--- src/rtl/fb_pkg.sv ---
// -----------------------------------------------------------------------------
// fb_pkg -- shared definitions for the frame-buffer SRAM port.
//
// Contents:
//   FB_PIX_W     default pixel address width (one frame buffer half)
//   FB_WAIT_MAX  default number of SRAM wait cycles before an access is aborted
//   fb_state_e   access FSM states
//   rgb24_t      packed 24-bit pixel, r in the upper byte
// -----------------------------------------------------------------------------
package fb_pkg;

  localparam int FB_PIX_W    = 19;
  localparam int FB_WAIT_MAX = 15;

  typedef enum logic [1:0] {
    ST_IDLE  = 2'd0,
    ST_WRITE = 2'd1,
    ST_READ  = 2'd2,
    ST_SWAP  = 2'd3
  } fb_state_e;

  typedef struct packed {
    logic [7:0] r;
    logic [7:0] g;
    logic [7:0] b;
  } rgb24_t;

endpackage : fb_pkg

--- src/rtl/fb_req_slot.sv ---
// -----------------------------------------------------------------------------
// fb_req_slot -- one-deep pending-request holder.
//
// A request pulse is captured together with its payload. The slot stays full
// until the consumer takes it. A request that arrives while the slot is full
// and not being taken in the same cycle is dropped and flagged on o_drop.
// A request coinciding with a take refills the slot, so back-to-back pulses
// are never lost just because the consumer was emptying the slot that cycle.
//
// Ports:
//   clk, rst_n  clock, asynchronous active-low reset
//   i_req       request pulse
//   i_data      payload sampled with i_req
//   i_take      consumer removes the held request this cycle
//   o_valid     slot holds a request
//   o_data      held payload
//   o_drop      request lost because the slot was full (combinational)
// -----------------------------------------------------------------------------
module fb_req_slot #(
  parameter int W = 1
) (
  input  logic         clk,
  input  logic         rst_n,
  input  logic         i_req,
  input  logic [W-1:0] i_data,
  input  logic         i_take,
  output logic         o_valid,
  output logic [W-1:0] o_data,
  output logic         o_drop
);

  logic         r_valid;
  logic [W-1:0] r_data;

  // NOTE: sequential state uses non-blocking assignments only, so every
  // register samples the pre-edge values of its neighbours.
  always_ff @(posedge clk or negedge rst_n) begin
    if (!rst_n) begin
      r_valid <= 1'b0;
      r_data  <= '0;
    end else if (i_req && (!r_valid || i_take)) begin
      r_valid <= 1'b1;
      r_data  <= i_data;
    end else if (i_take) begin
      r_valid <= 1'b0;
    end
  end

  assign o_valid = r_valid;
  assign o_data  = r_data;
  assign o_drop  = i_req && r_valid && !i_take;

endmodule : fb_req_slot

--- src/rtl/fb_sram_port.sv ---
// -----------------------------------------------------------------------------
// fb_sram_port -- serialises alpha-blender pixel reads/writes and end-of-frame
// buffer swaps onto a single SRAM port with ack handshake and wait timeout.
//
// Optional feature: define FB_DOUBLE_BUFFER_EN to enable double buffering.
// buf_sel then toggles on every swap and selects the half the blender works
// on (the display scans the opposite half). Without it buf_sel is tied to 0
// and a swap only pulses swap_done.
//
// Ports:
//   clk, reset                  clock, asynchronous active-low reset
//   pixel_number [PIX_W-1:0]    pixel address for read/write requests
//   read, write                 request pulses from the blender
//   write_r/g/b                 pixel to store
//   read_r/g/b, read_valid      fetched pixel and its one-cycle strobe
//   o_frame_ready               end-of-frame pulse from the blender
//   swap_done                   one-cycle strobe when the swap completes
//   sram_addr [PIX_W:0]         {buf_sel, pixel}
//   sram_wdata, sram_rdata      24-bit {r,g,b}
//   sram_we, sram_oe, sram_ack  SRAM strobes and completion
//   busy                        FSM not idle
//   err                         sticky: dropped request or access timeout
//
// Service order is write > read > swap, so a read of a pixel always observes
// a write to it captured no later, and a swap waits until both slots drain.
// -----------------------------------------------------------------------------
module fb_sram_port
  import fb_pkg::*;
#(
  parameter int PIX_W    = FB_PIX_W,
  parameter int WAIT_MAX = FB_WAIT_MAX
) (
  input  logic             clk,
  input  logic             reset,
  input  logic [PIX_W-1:0] pixel_number,
  input  logic             read,
  input  logic             write,
  input  logic [7:0]       write_r,
  input  logic [7:0]       write_g,
  input  logic [7:0]       write_b,
  output logic [7:0]       read_r,
  output logic [7:0]       read_g,
  output logic [7:0]       read_b,
  output logic             read_valid,
  input  logic             o_frame_ready,
  output logic             swap_done,
  output logic [PIX_W:0]   sram_addr,
  output logic [23:0]      sram_wdata,
  input  logic [23:0]      sram_rdata,
  output logic             sram_we,
  output logic             sram_oe,
  input  logic             sram_ack,
  output logic             busy,
  output logic             err
);

  localparam int                CNT_W     = $clog2(WAIT_MAX + 1);
  localparam logic [CNT_W-1:0]  WAIT_LAST = CNT_W'(WAIT_MAX - 1);
  localparam int                WR_W      = PIX_W + 24;

  fb_state_e          r_state;
  fb_state_e          w_next;
  logic [CNT_W-1:0]   r_wait;
  logic [PIX_W:0]     r_addr;
  rgb24_t             r_wdata;
  rgb24_t             r_rd_pix;
  logic               r_read_valid;
  logic               r_err;
  logic               w_buf_sel;

  // ---------------------------------------------------------------------------
  // Pending-request slots
  // ---------------------------------------------------------------------------
  rgb24_t             w_wr_pix;
  logic               w_wr_valid, w_wr_take, w_wr_drop;
  logic [WR_W-1:0]    w_wr_data;
  logic               w_rd_valid, w_rd_take, w_rd_drop;
  logic [PIX_W-1:0]   w_rd_addr;
  logic               w_fr_valid, w_fr_take, w_fr_drop;
  logic [0:0]         w_fr_mark;

  assign w_wr_pix = {write_r, write_g, write_b};

  fb_req_slot #(.W(WR_W)) u_wr_slot (
    .clk     (clk),
    .rst_n   (reset),
    .i_req   (write),
    .i_data  ({pixel_number, w_wr_pix}),
    .i_take  (w_wr_take),
    .o_valid (w_wr_valid),
    .o_data  (w_wr_data),
    .o_drop  (w_wr_drop)
  );

  fb_req_slot #(.W(PIX_W)) u_rd_slot (
    .clk     (clk),
    .rst_n   (reset),
    .i_req   (read),
    .i_data  (pixel_number),
    .i_take  (w_rd_take),
    .o_valid (w_rd_valid),
    .o_data  (w_rd_addr),
    .o_drop  (w_rd_drop)
  );

  // The frame slot has no payload; it carries a constant marker bit.
  fb_req_slot #(.W(1)) u_fr_slot (
    .clk     (clk),
    .rst_n   (reset),
    .i_req   (o_frame_ready),
    .i_data  (1'b1),
    .i_take  (w_fr_take),
    .o_valid (w_fr_valid),
    .o_data  (w_fr_mark),
    .o_drop  (w_fr_drop)
  );

  // ---------------------------------------------------------------------------
  // Access FSM
  // ---------------------------------------------------------------------------
  logic w_active;
  logic w_expire;
  logic w_done;

  assign w_active = (r_state == ST_WRITE) || (r_state == ST_READ);
  assign w_expire = (r_wait == WAIT_LAST);
  assign w_done   = sram_ack || w_expire;

  // NOTE: every signal written here gets a default first, so no path leaves
  // one unassigned and no latch is inferred.
  always_comb begin
    w_next    = r_state;
    w_wr_take = 1'b0;
    w_rd_take = 1'b0;
    w_fr_take = 1'b0;
    case (r_state)
      ST_IDLE: begin
        if (w_wr_valid) begin
          w_next    = ST_WRITE;
          w_wr_take = 1'b1;
        end else if (w_rd_valid) begin
          w_next    = ST_READ;
          w_rd_take = 1'b1;
        end else if (w_fr_valid && w_fr_mark[0]) begin
          w_next    = ST_SWAP;
          w_fr_take = 1'b1;
        end
      end
      ST_WRITE, ST_READ: begin
        if (w_done) w_next = ST_IDLE;
      end
      ST_SWAP: w_next = ST_IDLE;
      default: w_next = ST_IDLE;
    endcase
  end

  // NOTE: the state register resets asynchronously, so sram_we/sram_oe,
  // decoded from it, fall the moment reset goes low.
  always_ff @(posedge clk or negedge reset) begin
    if (!reset) begin
      r_state <= ST_IDLE;
      r_wait  <= '0;
    end else begin
      r_state <= w_next;
      if (w_active && !w_done) r_wait <= r_wait + CNT_W'(1);
      else                     r_wait <= '0;
    end
  end

  // Address and data are frozen when an access is launched and held for the
  // whole WRITE/READ state.
  always_ff @(posedge clk or negedge reset) begin
    if (!reset) begin
      r_addr  <= '0;
      r_wdata <= '0;
    end else if (w_wr_take) begin
      r_addr  <= {w_buf_sel, w_wr_data[WR_W-1:24]};
      r_wdata <= w_wr_data[23:0];
    end else if (w_rd_take) begin
      r_addr  <= {w_buf_sel, w_rd_addr};
    end
  end

  // Read return: a timed-out read still completes, with a zero pixel.
  always_ff @(posedge clk or negedge reset) begin
    if (!reset) begin
      r_rd_pix     <= '0;
      r_read_valid <= 1'b0;
    end else if ((r_state == ST_READ) && sram_ack) begin
      r_rd_pix     <= sram_rdata;
      r_read_valid <= 1'b1;
    end else if ((r_state == ST_READ) && w_expire) begin
      r_rd_pix     <= '0;
      r_read_valid <= 1'b1;
    end else begin
      r_read_valid <= 1'b0;
    end
  end

  always_ff @(posedge clk or negedge reset) begin
    if (!reset) begin
      r_err <= 1'b0;
    end else if (w_wr_drop || w_rd_drop || w_fr_drop ||
                 (w_active && w_expire && !sram_ack)) begin
      r_err <= 1'b1;
    end
  end

`ifdef FB_DOUBLE_BUFFER_EN
  logic r_buf_sel;

  always_ff @(posedge clk or negedge reset) begin
    if (!reset)                   r_buf_sel <= 1'b0;
    else if (r_state == ST_SWAP)  r_buf_sel <= ~r_buf_sel;
  end

  assign w_buf_sel = r_buf_sel;
`else
  assign w_buf_sel = 1'b0;
`endif

  // ---------------------------------------------------------------------------
  // Outputs. read_valid is only ever high in the first IDLE cycle after READ,
  // and swap_done only in SWAP, so the two strobes can never coincide.
  // ---------------------------------------------------------------------------
  assign sram_we    = (r_state == ST_WRITE);
  assign sram_oe    = (r_state == ST_READ);
  assign sram_addr  = r_addr;
  assign sram_wdata = r_wdata;
  assign read_r     = r_rd_pix.r;
  assign read_g     = r_rd_pix.g;
  assign read_b     = r_rd_pix.b;
  assign read_valid = r_read_valid;
  assign swap_done  = (r_state == ST_SWAP);
  assign busy       = (r_state != ST_IDLE);
  assign err        = r_err;

endmodule : fb_sram_port

--- config.mk ---
export PLATFORM = sky130hd
export DESIGN_NAME = fb_sram_port
export DESIGN_NICKNAME = d
export VERILOG_FILES = /design/src/rtl/fb_pkg.sv /design/src/rtl/fb_req_slot.sv /design/src/rtl/fb_sram_port.sv
export SDC_FILE = /design/constraint.sdc
export NUM_CORES = 1
export LEC_CHECK = 0
export CORE_MARGIN = 2
export CORE_UTILIZATION = 49
export DETAILED_ROUTE_END_ITERATION = 7
export PLACE_DENSITY = 0.77
export SYNTH_ARGS = -nofsm -noshare
export SYNTH_HDL_FRONTEND = slang
export SYNTH_SLANG_ARGS = --single-unit
--- constraint.sdc ---
create_clock -name clk -period 5.22 [get_ports clk]
set_input_delay 1.044 -clock clk [delete_from_list [all_inputs] [get_ports clk]]
set_output_delay 1.044 -clock clk [all_outputs]
set_load 0.02 [all_outputs]
-- After elaboration in Yosys (flattened, before gate mapping)
Index checks and enable logic that the tools add are counted.
- register bits: 142
- input bits: 73
- output and inout bits: 74
- word-level logic and storage cells: 91
- $add $sub $neg: 1
- eq/ne operators: 6
- multiplexer cells: 27
- reductions and logical operators: 40
- operators with widths (cell ; number):
    2-to-1 mux 24 bit ; 2
    2-to-1 mux 20 bit ; 2
    2-to-1 mux 1 bit ; 17
    logical AND 1 bit ; 15
    nonzero test 2 bit ; 6
    zero test 1 bit ; 8
    logical OR 1 bit ; 8
    2-to-1 mux 2 bit ; 4
    one-hot mux 2 bit (3 select lines) ; 1
    adder 4 x 1 -> 4 bit, second input constant ; 1
    equality test 2 bit, second input constant ; 2
    equality test 4 bit, second input constant ; 1
    2-to-1 mux 4 bit ; 1
    != test 4 x 2 -> 1 bit, second input constant ; 1
    equality test 2 x 1 -> 1 bit, second input constant ; 1
    zero test 2 bit ; 1
    != test 2 bit, second input constant ; 1
    AND reduction 2 bit ; 1
    OR reduction 2 bit ; 1

-- Logic depth before layout (Yosys ltp)
Gate-level depths: netlist (run 1).
- depth after elaboration: 9
- mapped depth: 7
- gate-level depth less buffers: 5

-- Hierarchy
Synthesis (run 1) repeated with hierarchy kept, for this count alone.
- cell total of the unflattened synthesis: 391
- area, all modules: 5923.2 µm²
- by module, submodules not included (module ; instances ; cells an instance ; area each (µm²) ; sequential area each (µm²)):
    fb_sram_port ; 1 ; 242 ; 3201.8 ; 1876.8
    fb_req_slot (u_wr_slot) ; 1 ; 96 ; 1816.7 ; 1101.1
    fb_req_slot (u_rd_slot) ; 1 ; 45 ; 808.3 ; 500.5
    fb_req_slot (u_fr_slot) ; 1 ; 8 ; 96.3 ; 50.0

-- Least setup slack after synthesis (run 1)
Ideal clock, no wire load.
- path kind: input port to flip-flop
- start: input port read
- end: register u_rd_slot.r_data[10] (netlist: u_rd_slot.o_data[10])
- setup time: 0.125 ns
- arrival: 1.790 ns
- data required time: 5.095 ns
- slack: 3.305 ns
- cell stages on the path: 4
- path through: a21boi_2 > buf_6 > buf_6 > mux2_4
- word-level cells in the longest chain between the ends: 1
- RTL lines (what ; line ; RTL):
    start, declared ; fb_sram_port.sv:36 ; input logic read,
    logical AND 1 bit ; fb_req_slot.sv:41 ; end else if (i_req && (!r_valid || i_take)) begin
    end signal, assigned ; fb_req_slot.sv:43 ; r_data <= i_data;
    end, declared ; fb_req_slot.sv:33 ; logic [W-1:0] r_data;
Every way passes these cells.
A chain may end at the register's enable or synchronous reset.

-- Final worst setup path (run 1)
- start: register r_state[0]
- end: output port busy
- word-level cells in the longest chain between the ends: 1
- RTL lines (what ; line ; RTL):
    start, declared ; fb_sram_port.sv:61 ; fb_state_e r_state;
    start signal, assigned ; fb_sram_port.sv:164 ; r_state <= w_next;
    nonzero test 2 bit ; fb_sram_port.sv:235 ; assign busy = (r_state != ST_IDLE);
    end, declared ; fb_sram_port.sv:53 ; output logic busy,
Every way passes these cells.

==> results of run 1 <==
==> cells in the mapped netlist, drive strengths merged <==
cell     number
nor2          4
a21o          1
o2111ai       1
xnor2         1
a22oi         1
nand2         6
conb          1
and2          1
a31oi         1
xor2          1
nand3         3
and3          1
o21ai         4
ha            7
a21boi        1
dfrtp       141
o31ai         1
inv           8
nor3b         1
clkbuf        3
nand2b        4
mux2i         2
buf          14
a22o         24
nor2b         1
mux2        124
==> report_power, final <==
part	switching [uW]	leakage [uW]	internal [uW]
registers	272	0.00167	1630
logic	990	0.00139	1270
clock network	427	0.000284	752
==> path summary, 6_finish.rpt <==
| kind | from | endpoint | slack [ns] | depth (start not counted) |
|---|---|---|---|---|
| max | r_state[0] | busy | 2.29 | 4 |
| min | u_wr_slot.o_data[4] | sram_wdata[4] | 0.50 | 1 |
| max reg2reg | r_state[0] | u_wr_slot.o_data[0] | 2.90 | 5 |
| min reg2reg | u_wr_slot.o_data[4] | sram_wdata[4] | 0.50 | 1 |
| max in group asynchronous | reset | sram_addr[10] | 3.46 | 2 |
| min in group asynchronous | reset | u_wr_slot.o_data[0] | 0.73 | 1 |
==> metal layers <==
metal / global-route usage, % / part of all wire (%) / vias up
li1: - / - / 1570
met1: 24.98 / 44 / 1743
met2: 31.14 / 50 / 86
met3: 5.467 / 4.1 / 22
met4: 8.724 / 2.3 / 0
met5: 0 / 0 / -
==> cell usage in the layout (no fill, tap or decap), types with 2 or more instances in the layout <==
cell,n
a22o_1,24
buf_4,3
bufinv_16,2
clkbuf_1,5
clkbuf_16,17
clkbuf_8,4
clkdlybuf4s50_1,144
clkinv_2,3
dfrtp_1,141
ha_1,7
inv_1,8
mux2_1,14
mux2_2,100
mux2_4,10
mux2i_1,2
nand2_1,4
nand2b_1,3
nand3_1,3
nor2_1,4
o21ai_0,2
==> flip-flops by register name, indices dropped and copies added (netlist names), 2 cells and up <==
| name | count |
|---|---|
| r_state | 2 |
| r_wait | 4 |
| read_b | 8 |
| read_g | 8 |
| read_r | 8 |
| sram_addr | 19 |
| sram_wdata | 24 |
| u_rd_slot.o_data | 19 |
| u_wr_slot.o_data | 43 |
==> logic make-up (layout without fill, tap and decap cells) <==
group | Yosys count | in the layout
adder cells (fa/ha/maj) | 7 | 7
AND/OR/NAND/NOR | 21 | 21
other | 1 | 1
AO/OA/AOI/OAI | 34 | 34
multiplexers | 126 | 126
flip-flops | 141 | 141
buffers and inverters | 25 | 188
XOR/XNOR | 2 | 2
==> cell type report <==
| cell class | count | area [sq um] |
|---|---|---|
| repair buffers | 148 | 1475 |
| well taps | 143 | 178.9 |
| multi-input cells | 191 | 1974 |
| inverters | 8 | 30.03 |
| flip-flops and latches | 141 | 3528 |
| fillers | 823 | 3552 |
| clock inverters | 6 | 82.58 |
| clock buffers | 26 | 499.2 |
==> stage by stage <==
| step | hold slack [ns] | utilization [%] | setup slack [ns] |
|---|---|---|---|
| 2_1_floorplan | 0.4520 | - | 3.305 |
| 3_3_place_gp | 0.4665 | 63.48 | 2.309 |
| 3_5_place_dp | 0.4898 | 63.48 | 2.290 |
| 4_1_cts | 0.4996 | 68.62 | 2.271 |
| 5_1_grt | 0.5165 | 68.62 | 2.204 |
| 6_report | 0.4962 | 68.62 | 2.288 |
==> worst reg2reg max path, delay by kind of cell, from the launching register on <==
kind | cells | cell delay [ns]
and+or+nand+nor | 2 | 1.00
muxes | 1 | 0.46
DFF | 1 | 0.37
adders and majority gates | 1 | 0.27
buffers and inverters | 1 | 0.10
==> summary.txt, run 1 <==
Clock Skews - 0.006369 ns
DRT Pass-1 Iters - 4
Initial antenna violation count - 0
Maximum fanout along the worst path - 4
Mean Syn Cell Area - 15.80 sq um
Synth unique cells - 34
Cells after DPL - 631
Area share of the largest cell type after synthesis - 62.54%
Placed cell area - 7187 sq um
Cell taking the most area after synthesis - dfrtp_1
Synth area leaders - dfrtp_1 (63%), mux2_2 (20%), a22o_1 (3.7%)
DRC - 0
Seq/Total Area, Yosys - 62.54%
Clk sinks - 141
Max-capacitance violation count - 0
Critical Path Most Common Cell - inv_1
Post-Synth XOR/XNOR Area - 0.3105%
Power Dens Cells - 687.8 nW/um^2
Arr. time, crit path - 1.89 ns
CP Cell Sequence - inv_1 -> ha_1 -> inv_1 -> clkdlybuf4s50_1
Initial core utilization - 49.83%
Die X - 111.3 microns
Final wirelength - 11430 microns
Fin. Hold Viols - 0
Routed len/inst - 17.23 microns
Ys Warns - 0
Status - finished, final reports clean
CTS tree - built
Post-Syn Area - 5642 sq um
Diodes inserted - 0
GR Util All Layers - 19.48%
Grt ovf - 0
Hold Buf Count CTS - 0
Mapped Cells - 357
Slew headroom - 26.01%
Layout area overhead - 37.70%
Register bit total from synthesis - 141
Clock root buffer - clkbuf_16
Avg Vias per Cell - 5.160
Vias in the first global route - 3696
Actual slew at the worst max-slew pin - 1.106 ns
Post-Synth Adder-Cell Area - 1.552%
I/O pin count - 147
Setup-failing EPs final - 0
Top delay family on crit path - buffers and inverters
Crit-path slowest cell - clkdlybuf4s50_1
Fin nets - 587
Mux contribution to synthesized area - 25.77%
Clock period minus worst slack - 2.932 ns
Core area - 11320 sq um
DR vias - 3421
F_max - 0.3411 GHz
Post-CTS setup buffer count - 0
Layout cells sized above 1 - 28.08%
WP data required - 4.18 ns
Worst hold path class - register to register
Global-route wire length before repair - 18930 microns
Worst stage delay on the critical path - 0.60 ns
Synth Area in Compound Gates - 5.145%
Clock latency at the later pin of the worst-skew pair - 0.41 ns
Sum Neg Setup Slack - 0 ns
Kind of critical path - register to output port
Final instance area - 7769 sq um
Non-Filler Instances - 663
Crit path launch type - register
Antenna-violating nets left - 0
Clock buffer count from CTS - 17
Hpwl dp - 7369 microns
Post-synthesis simple-gate area fraction - 2.107%
Static Leakage - 0.003349 uW
H-tree depth - 4
Buf/Inv on CP - 3
Tcrit/Tclk final - 56.17%
CTS Buffer Depth - 2
Number of I/O port buffers - 145
Die footprint - 12390 sq um
Pins Over Slew Limit - 0
Post_cts resized - 0
Total power - 5343 uW
Crit. End Element - output port
Worst-path clk slew - 0.06 ns
Cell Rows - 39
Max VDD drop - 0.0004396 V
Mapped Nets - 437
Largest net degree at the start of global routing - 108
Die height - 111.3 microns
RSZ-0062 raised after global routing - no
Initial DRC Count - 128
Placer Congestion - 0.7604
Largest family of logic cells by synthesized area - multiplexers
Power figures use the tool's default switching activity.
==> run 2, diff against run 1 <==
--- a/config.mk
+++ b/config.mk
@@ -6,9 +6,9 @@
 export NUM_CORES = 1
 export LEC_CHECK = 0
 export CORE_MARGIN = 2
-export CORE_UTILIZATION = 49
+export CORE_UTILIZATION = 44
 export DETAILED_ROUTE_END_ITERATION = 7
-export PLACE_DENSITY = 0.77
+export PLACE_DENSITY = 0.73
 export SYNTH_ARGS = -nofsm -noshare
 export SYNTH_HDL_FRONTEND = slang
 export SYNTH_SLANG_ARGS = --single-unit
==> constraint.sdc (replaced) <==
create_clock -name clk -period 2.43 [get_ports clk]
set_input_delay 0.486 -clock clk [delete_from_list [all_inputs] [get_ports clk]]
set_output_delay 0.486 -clock clk [all_outputs]
set_load 0.02 [all_outputs]
==> summary.txt, run 2 (same netlist as run 1, synthesis figures left out) <==
Hold WS - 0.02575 ns
Avg Vias per Cell - 5.004
Most frequent cells in the layout - clkdlybuf4s50_1 (143), dfrtp_1 (141), mux2_2 (100)
Placed cell area - 7273 sq um
P_int - 7753 uW
DR vias - 3483
Setup-failing EPs final - 0
Diodes inserted - 0
Initial antenna violation count - 0
Crit. End Element - output port
Cell Rows - 41
Hold Buf Count CTS - 0
Switch Pwr - 3659 uW
Switch share - 32.06%
Vias in the first global route - 3743
Static Leakage - 0.003372 uW
RSZ-0062 raised after global routing - no
Worst hold path class - input port to async pin
Fin. Hold Viols - 0
Final wirelength - 11640 microns
Arr. time, crit path - 1.80 ns
Die height - 117.2 microns
Clock period minus worst slack - 2.283 ns
Clock latency at the later pin of the worst-skew pair - 0.41 ns
Worst Reg-to-Reg Cells - 5
Global-route wire length before repair - 18950 microns
Crit-path slowest cell - clkdlybuf4s50_1
Max VDD drop - 0.0006595 V
Die X - 117.2 microns
Cells after DPL - 665
Fin util - 62.33%
Commonest non-fill, non-tap cell in the layout - clkdlybuf4s50_1
Max-capacitance violation count - 0
Crit path launch type - register
Largest register FFs - 43
Status - finished, final reports clean
Worst-path clk slew - 0.05 ns
I/O pin count - 147
Flop pwr share - 35.8%
Die footprint - 13740 sq um
Layout area overhead - 38.86%
WP data required - 1.94 ns
Actual slew at the worst max-slew pin - 0.8508 ns
Slew headroom - 43.28%
DRT Pass-1 Iters - 4
Maximum fanout along the worst path - 4
Grt ovf - 0
Post-CTS setup buffer count - 0
H-tree depth - 4
Placer Congestion - 0.8157
Routed len/inst - 16.73 microns
Power Dens Cells - 1457 nW/um^2
F_max - 0.4379 GHz
CP Cell Sequence - inv_1 -> ha_1 -> clkdlybuf4s50_1
Non-Filler Instances - 696
Comb pwr share - 42.9%
Layout cells sized above 1 - 29.01%
DRC - 0
Final instance area - 7834 sq um
Initial DRC Count - 200
Hpwl dp - 8013 microns
Core area - 12570 sq um
Worst stage delay on the critical path - 0.66 ns
Clock root buffer - clkbuf_16
Kind of critical path - register to output port
CTS tree - built
Sum Neg Setup Slack - 0 ns
Largest net degree at the start of global routing - 58
Clock share of power - 21.3%
Clock buffer count from CTS - 17
Tcrit/Tclk final - 93.97%
Fillers - 948
GR Util All Layers - 18.19%
Clock Skews - 0.006922 ns
Number of I/O port buffers - 145
CTS Buffer Depth - 2
Pins Over Slew Limit - 0
Antenna-violating nets left - 0
Fin nets - 592
Clk sinks - 141
Initial core utilization - 44.89%
-- run 2: cell types whose count changed in the layout (fill, tap and decap cells not counted), sizes merged --
cell,change
dlymetal6s2s,+1
clkinv,+4
buf,+5
clkinvlp,+1
clkbuf,-6
clkdlybuf4s50,-1
-- run 2: layout make-up --
class                      count  area, sq um  share of cell area, %
clock buffer                  20        436.7                  5.574
clock inverter                11        121.4                  1.549
inverter                       8        30.03                 0.3833
multi-input combinational    191         1974                  25.20
sequential                   141         3528                  45.04
tap                          172        215.2                  2.747
timing repair buffer         153         1528                  19.50
-- run 2: path summary, 6_finish.rpt --
path	start	endpoint	slack, ns
worst min-delay path	reset	read_b[5]	0.03
worst max-delay path	r_state[0]	sram_oe	0.15
max in group asynchronous	reset	u_wr_slot.o_data[2]	1.70
min in group clk	r_wait[0]	r_wait[0]	0.48
worst max register to register	r_state[0]	sram_addr[15]	0.46
worst min register to register	r_wait[0]	r_wait[0]	0.48
-- run 2: power groups by stage --
stage | combinational (uW) | sequential, uW | clock [uW]
2_1_floorplan | 2500 | 4690 | 0
3_3_place_gp | 4830 | 4060 | 0
3_5_place_dp | 4950 | 4120 | 0
4_1_cts | 4970 | 4100 | 2480
5_1_grt | 5240 | 4230 | 2590
6_report | 4890 | 4090 | 2440
-- run 2: timing repair --
action | in CTS | in global routing
setup endpoints to repair | 0 | 1
hold endpoints to repair | 0 | 0
resized for setup | 0 | 1
-- run 2: layer usage --
layer / vias up / global-route usage, % / routed length, microns
li1: 1577 / - / -
met1: 1801 / 23.11 / 5076
met2: 81 / 29.35 / 5813
met3: 24 / 4.274 / 416
met4: 0 / 9.020 / 336
met5: - / 0 / 0
-- run 2: stage by stage --
step	total power (uW)	worst slack, ns
finish	11410	0.1465
global route	12060	0.08192
CTS	11550	0.006460
detailed placement	9075	0.4126
global placement	8891	0.4628
floorplan	7187	0.7191
-- run 2: worst max-delay path, delay by kind of cell, from the launching register on --
kind,cells,cell delay [ns]
flip-flops,1,0.40
adder cells (fa/ha/maj),1,0.20
buffers and inverters,2,0.79
==> run 3, diff against run 2 <==
--- a/config.mk
+++ b/config.mk
@@ -5,6 +5,7 @@
 export SDC_FILE = /design/constraint.sdc
 export NUM_CORES = 1
 export LEC_CHECK = 0
+export CAP_MARGIN = 5
 export CORE_MARGIN = 2
 export CORE_UTILIZATION = 44
 export DETAILED_ROUTE_END_ITERATION = 7
==> constraint.sdc (replaced) <==
create_clock -name clk -period 1.9 [get_ports clk]
set_input_delay 0.38 -clock clk [delete_from_list [all_inputs] [get_ports clk]]
set_output_delay 0.38 -clock clk [all_outputs]
set_load 0.02 [all_outputs]
==> summary.txt, run 3 (same netlist as run 1, synthesis figures left out) <==
Status - finished, final reports clean
Hpwl dp - 8178 microns
Worst Reg-to-Reg Cells - 4
Antenna-violating nets left - 0
Placed cell area - 7376 sq um
DRT Pass-1 Iters - 4
DR vias - 3468
Met3 GRT Util - 4.789%
Kind of critical path - register to output port
Setup-failing EPs final - 0
Fin util - 63.91%
Cell Rows - 41
P_int - 10510 uW
Die height - 117.2 microns
Crit. End Element - output port
Placer Congestion - 0.7760
Grt met2 use - 30.31%
Maximum fanout along the worst path - 4
Switch Pwr - 4818 uW
Clock period minus worst slack - 1.805 ns
Pins Over Slew Limit - 0
Actual slew at the worst max-slew pin - 0.8401 ns
Final instance area - 8033 sq um
DRC - 0
GR Util All Layers - 18.11%
Switch share - 31.44%
Fin. Hold Viols - 0
Fin nets - 595
Layout cells sized above 1 - 30.68%
Global-route wire length before repair - 18690 microns
Core area - 12570 sq um
Clock root buffer - clkbuf_16
Slew headroom - 43.99%
Routed len/inst - 16.85 microns
RSZ-0062 raised after global routing - no
GR peak layer - met2
M1 GR Usage - 22.09%
Worst-path clk slew - 0.06 ns
Die footprint - 13740 sq um
Initial DRC Count - 178
Initial antenna violation count - 0
F_max - 0.5539 GHz
Largest net degree at the start of global routing - 54
Clock share of power - 23.4%
Max-capacitance violation count - 0
Max VDD drop - 0.0009709 V
Comb pwr share - 42.4%
Hold WS - 0.4198 ns
I/O pin count - 147
Avg Vias per Cell - 4.954
Worst hold path class - input port to async pin
Flop pwr share - 34.2%
Clock Skews - 0.004267 ns
Clock latency at the later pin of the worst-skew pair - 0.42 ns
Number of I/O port buffers - 145
Power Dens Cells - 1908 nW/um^2
Static Leakage - 0.003450 uW
Diodes inserted - 0
Commonest non-fill, non-tap cell in the layout - dfrtp_1
Layout area overhead - 42.38%
CTS tree - built
Grt ovf - 0
Most frequent cells in the layout - dfrtp_1 (141), clkdlybuf4s50_1 (140), mux2_2 (100)
Initial core utilization - 44.89%
CTS Buffer Depth - 2
Clk sinks - 141
Post-CTS setup buffer count - 0
Final wirelength - 11800 microns
Tcrit/Tclk final - 95.02%
Crit path launch type - register
Vias in the first global route - 3714
Arr. time, crit path - 1.43 ns
WP data required - 1.52 ns
H-tree depth - 4
Clock buffer count from CTS - 17
Largest register FFs - 43
Die X - 117.2 microns
==> run 3: cell types whose count changed in the layout (fill, tap and decap cells not counted), moves of 3 or more <==
cell	change
buf_12	+7
buf_4	-5
bufinv_16	+3
clkdlybuf4s50_1	-3
==> run 3: metrics by stage <==
stage	std cells	power [uW]	setup slack [ns]	TNS [ns]
6_report	700	15320	0.09458	0
5_1_grt	700	16150	0.01041	0
4_1_cts	700	15480	-0.08757	-0.08757
3_5_place_dp	667	11830	-0.002107	-0.002107
3_3_place_gp	667	11590	0.07553	0
2_1_floorplan	357	9191	0.1891	0
==> run 3: area by class of cell <==
cell class	count	area [sq um]
Sequential cell	141	3528
Multi-Input combinational cell	191	1987
Inverter	8	30.03
Clock inverter	14	216.5
Clock buffer	18	429.2
Tap cell	172	215.2
Timing Repair Buffer	156	1627
Fill cell	956	4536
==> run 3: power by group through the flow <==
| stage | Sequential, uW | Combinational, uW | Clock [uW] |
|---|---|---|---|
| after floorplan | 5990 | 3200 | 0 |
| after global placement | 5190 | 6400 | 0 |
| after detailed placement | 5280 | 6550 | 0 |
| after CTS | 5250 | 6570 | 3660 |
| after global routing | 5430 | 6940 | 3780 |
| final | 5240 | 6500 | 3580 |
==> run 3: worst max-delay path, stage by stage (launching register included) <==
cell             delay [ns]
dfrtp_1                0.41
inv_2                  0.11
ha_1                   0.17
clkdlybuf4s15_1        0.32
==> run 3: path summary, 6_finish.rpt <==
check	from	to	slack, ns
setup reg to reg	r_state[0]	read_g[7]	0.16
hold reg to reg	u_fr_slot.o_data	u_fr_slot.o_data	0.49
hold / removal	reset	read_b[5]	0.42
setup / recovery	r_state[1]	sram_we	0.09
max in group asynchronous	reset	u_wr_slot.o_data[19]	0.87
min in group clk	u_fr_slot.o_data	u_fr_slot.o_data	0.49
==> run 3: what timing repair did <==
action	in CTS	in global routing
gates resized for setup	6	7
endpoints found under the setup margin	4	4
hold buffers	1	0
endpoints found under the hold margin	30	0
==> run 3: metal layers <==
metal | wire, microns | up-vias
li1 | - | 1590
met1 | 4996 | 1776
met2 | 6056 | 77
met3 | 470 | 25
met4 | 275 | 0
met5 | 0 | -
